==> config.mk <==
export PLATFORM = sky130hd
export DESIGN_NAME = unix_sec_counter
export DESIGN_NICKNAME = d
export VERILOG_FILES = /design/src/rtl/unix_sec_counter.sv
export SDC_FILE = /design/constraint.sdc
export NUM_CORES = 1
export LEC_CHECK = 0
export ABC_AREA = 1
export BUFFER_PORTS_ARGS = -buffer_cell sky130_fd_sc_hd__buf_2
export CAP_MARGIN = 10
export CORE_MARGIN = 3
export CORE_UTILIZATION = 35
export CTS_CLUSTER_DIAMETER = 60
export DETAILED_ROUTE_END_ITERATION = 10
export GPL_TIMING_DRIVEN = 0
export PLACE_DENSITY_LB_ADDON = 0.2
export SKIP_CTS_REPAIR_TIMING = 1
export SYNTH_ARGS = -nofsm -noshare
export SYNTH_HDL_FRONTEND = slang
export SYNTH_SLANG_ARGS = --single-unit
==> constraint.sdc <==
create_clock -name clk -period 8.2 [get_ports clk]
set_input_delay 0.82 -clock clk [delete_from_list [all_inputs] [get_ports clk]]
set_output_delay 0.82 -clock clk [all_outputs]
set_load 0.05 [all_outputs]
==> src/rtl/unix_sec_counter.sv <==
// Unix seconds counter: free-running prescaler, 64-bit timestamp with
// saturating step adjustments and a handshaked load port.
module unix_sec_counter #(
   parameter int unsigned CLK_FREQ    = 100000000,
   parameter logic [63:0] RESET_STAMP = 64'd1704067200
) (
   input  logic        clk,
   input  logic        rst,
   input  logic        run,
   input  logic        load_valid,
   input  logic [63:0] load_value,
   output logic        load_ready,
   input  logic        adj_up,
   input  logic        adj_down,
   input  logic [1:0]  adj_step,
   output logic [63:0] counter,
   output logic        sec_tick
);

   localparam int unsigned PW      = (CLK_FREQ > 1) ? $clog2(CLK_FREQ) : 1;
   localparam logic [PW-1:0] PRE_MAX = PW'(CLK_FREQ - 1);

   typedef enum logic {StAccept, StCommit} state_e;

   state_e        state_q, state_d;
   logic [PW-1:0] presc;
   logic          tick;
   logic          load_acc;
   logic          adj_en;
   logic [64:0]   step65;
   logic [64:0]   base65;
   logic [64:0]   sum65;
   logic [63:0]   counter_d;

   // Tick request and accepted-event qualifiers
   always_comb begin
      tick     = run && (presc == PRE_MAX);
      load_acc = load_valid && load_ready;
      adj_en   = adj_up ^ adj_down;
   end

   // Step size decode
   always_comb begin
      step65 = 65'd1;
      unique case (adj_step)
         2'd0: step65 = 65'd1;
         2'd1: step65 = 65'd60;
         2'd2: step65 = 65'd3600;
         2'd3: step65 = 65'd86400;
      endcase
   end

   // Next counter value: floor-at-zero subtract first, then add step and tick,
   // saturating the final 65-bit sum at all-ones.
   always_comb begin
      base65 = {1'b0, counter};
      if (adj_en && adj_down) begin
         base65 = {1'b0, counter} - step65;
         if (base65[64]) begin
            base65 = '0;
         end
      end
      sum65     = base65 + ((adj_en && adj_up) ? step65 : 65'd0) + {64'd0, tick};
      counter_d = sum65[64] ? '1 : sum65[63:0];
   end

   // Counter, prescaler and tick pulse; an accepted load wins over everything
   always_ff @(posedge clk or posedge rst) begin
      if (rst) begin
         counter  <= RESET_STAMP;
         presc    <= '0;
         sec_tick <= 1'b0;
      end else if (load_acc) begin
         counter  <= load_value;
         presc    <= '0;
         sec_tick <= 1'b0;
      end else begin
         counter  <= counter_d;
         sec_tick <= tick;
         if (tick) begin
            presc <= '0;
         end else if (run) begin
            presc <= presc + PW'(1);
         end
      end
   end

   // Load FSM state register
   always_ff @(posedge clk or posedge rst) begin
      if (rst) begin
         state_q <= StAccept;
      end else begin
         state_q <= state_d;
      end
   end

   // Load FSM next state: one COMMIT cycle after each acceptance
   always_comb begin
      state_d = state_q;
      unique case (state_q)
         StAccept: if (load_valid) state_d = StCommit;
         StCommit: state_d = StAccept;
      endcase
   end

   // Load FSM outputs
   always_comb begin
      load_ready = (state_q == StAccept);
   end

endmodule

==> out/metrics.yaml <==
outcome: "complete, no violations"
clock_skew_ns: 0.0184
ys_async_sr_fraction_pct: 100
synth_flop_cell: "dfrtp_1"
final_layout_size_suffix_gt1_share_pct: 16.3
postRouteAntennaNets: 0
grtUsageTotal_pct: 27.1
synth_top_area_share_pct: 23.4
ys_seq_elements: 93
worst_ep_arrival_time_ns: 6.19
syn-instance-count: 1967
synth-edff-count: 0
finalSetupViolations: 0
clock_path_buffers: 2
start_util_pct: 36.0
area_growth_pct: 13.6
period_share_pct: 72.7
synth_top_area_cell: "nand2_1"
min_path_type: "register to register"
vias_per_cell: 5.08
grt-ovfl-total: 0
worst-slew-pin-transition_ns: 0.702
final_hold_viol_count: 0
ys_types: 58
seq_area_frac_synth_pct: 20.3
crit_slowest_cell: "clkbuf_1"
cts_root_buf: "clkbuf_16"
place_hpwl_um: 41300
wirelength_um: 48500
peakVddDrop_mv: 0.118
insertion_delay_ns: 0.37
critPathMaxFanout: 10
cp-end-kind: "register"
htree_levels: 3
core_mm2: 0.0320
io_pins: 138
p_per_area_mw_per_mm2: 202
rows: 65
ys_top_cells_by_area: "nand2_1 (23%), dfrtp_1 (18%), nor2_1 (9.2%), inv_1 (8.2%), nand3_1 (6.6%)"
holdWs_ns: 0.521
yosysWarnings: 0
die_x_um: 187
worstSetupPathType: "primary input to register"
drc_errors: 0
grt_pass1_wl_um: 72500
fmax_mhz: 168
mappedNetlistArea_mm2: 0.0115
finalMaxSlewViolations: 0
cts_sinks: 93
syn_area_per_cell_um2: 5.85
synth_nets: 2073
finalPower_mw: 2.64
rsz0062_at_grt: "no"
place_area_mm2: 0.0128
grt_max_degree: 48
gp_congestion: 0.989
drt-pass1-iter-count: 6
p_leak_nw: 6.78
synth_common_cells: "nand2_1 (716), nor2_1 (283), inv_1 (251)"
fin_crit_ns: 5.96
cap_violations: 0
grt_pass1_vias: 12193
fp.dieArea_mm2: 0.0351
nets: 2222
finalInstanceArea_mm2: 0.0131
port_buffers: 137
cts_made_buffers: 9
die-height_um: 187
cts_tree: "built"
start_kind: "primary input"
synth_most_common_cell: "nand2_1"
cpMostUsedCell: "nand2_1"
antenna_found_initial: 0
wire_per_inst_um: 19.0
antennaDiodeCount: 0
required_ns: 8.43
drt_iter0_drc: 1327
fin_tns_setup_ns: 0
clkSlewWorstSetupHoldPaths_ns: 0.09
vias: 12974
slew_headroom_pct: 53.2
slowest_delay_ns: 0.36
-- layout by cell type, fill, tap and decap left out, types with 9 or more instances in the layout --
cell	netlist	layout
nand3_2	44	44
nor3_1	22	22
nand2_2	25	25
o211ai_1	9	9
buf_2	2	139
nor2_2	35	35
a21oi_1	34	34
inv_2	16	16
nand2_1	716	716
nand3_1	151	151
inv_1	251	250
nor2_1	283	283
nand4_1	56	56
clkbuf_16	0	9
nor2_4	14	14
ha_1	33	33
dfrtp_1	85	85
xor2_1	30	30
o21ai_0	26	26
xnor2_1	18	18
-- registers in the layout (all words and copies together), names as in the netlist --
register,cells
sec_tick,1
counter,64
state_q,1
presc,27
-- metrics by stage --
step | std cells | utilization [%] | worst slack [ns]
floorplan | 1967 | - | 3.24
global placement | 2539 | 39.8 | 1.93
detailed placement | 2540 | 39.9 | 1.91
CTS | 2556 | 40.9 | 2.28
global route | 2556 | 40.9 | 1.88
finish | 2556 | 40.9 | 2.24
-- worst max-delay path: cells and delay by family --
kind	cells	cell delay, ns
buf+inv	8	1.45
fa+ha+maj	4	0.94
compound gates	4	0.59
simple gates	22	2.34
-- cells by family after synthesis --
family	count (synthesis)	share of synthesized area (%)
compound gates	103	5.34
fa+ha+maj	34	3.76
xor+xnor	48	3.66
simple gates	1381	55.0
flops	93	20.3
buf+inv	308	12.0
-- per-layer routing --
layer | part of all wire, % | wire length [µm] | vias up | GRT usage (%)
met5 | 0 | 0 | - | 0
met4 | 2.2 | 1050 | 0 | 6.60
met3 | 7.6 | 3670 | 55 | 4.35
met2 | 41 | 20000 | 451 | 40.1
met1 | 49 | 23700 | 5982 | 40.9
li1 | - | - | 6486 | -
-- worst paths after layout --
check	start	endpoint	slack, ns	cells after the start
max	adj_step[0]	counter[48]	2.24	38
min	presc[23]	presc[23]	0.52	2
max reg2reg	counter[0]	counter[48]	2.61	36
min reg2reg	presc[23]	presc[23]	0.52	2
max in group asynchronous	rst	counter[23]	6.94	3
min in group asynchronous	rst	state_q	0.54	2
-- power by group --
part	total [mW]	internal, mW	switching (mW)
registers	0.668	0.530	0.138
clock network	0.461	0.243	0.218
logic	1.51	0.424	1.09
-- final cells by class --
cell class,count,area [µm²]
repair buffers,138,713
clock inverters,6,80.1
fillers,3559,18900
multi-input cells,1566,7790
clock buffers,10,229
plain buffers,37,355
well taps,435,544
flip-flops and latches,93,2340
inverters,271,1020
No activity file was read; power rests on OpenSTA's default activity.
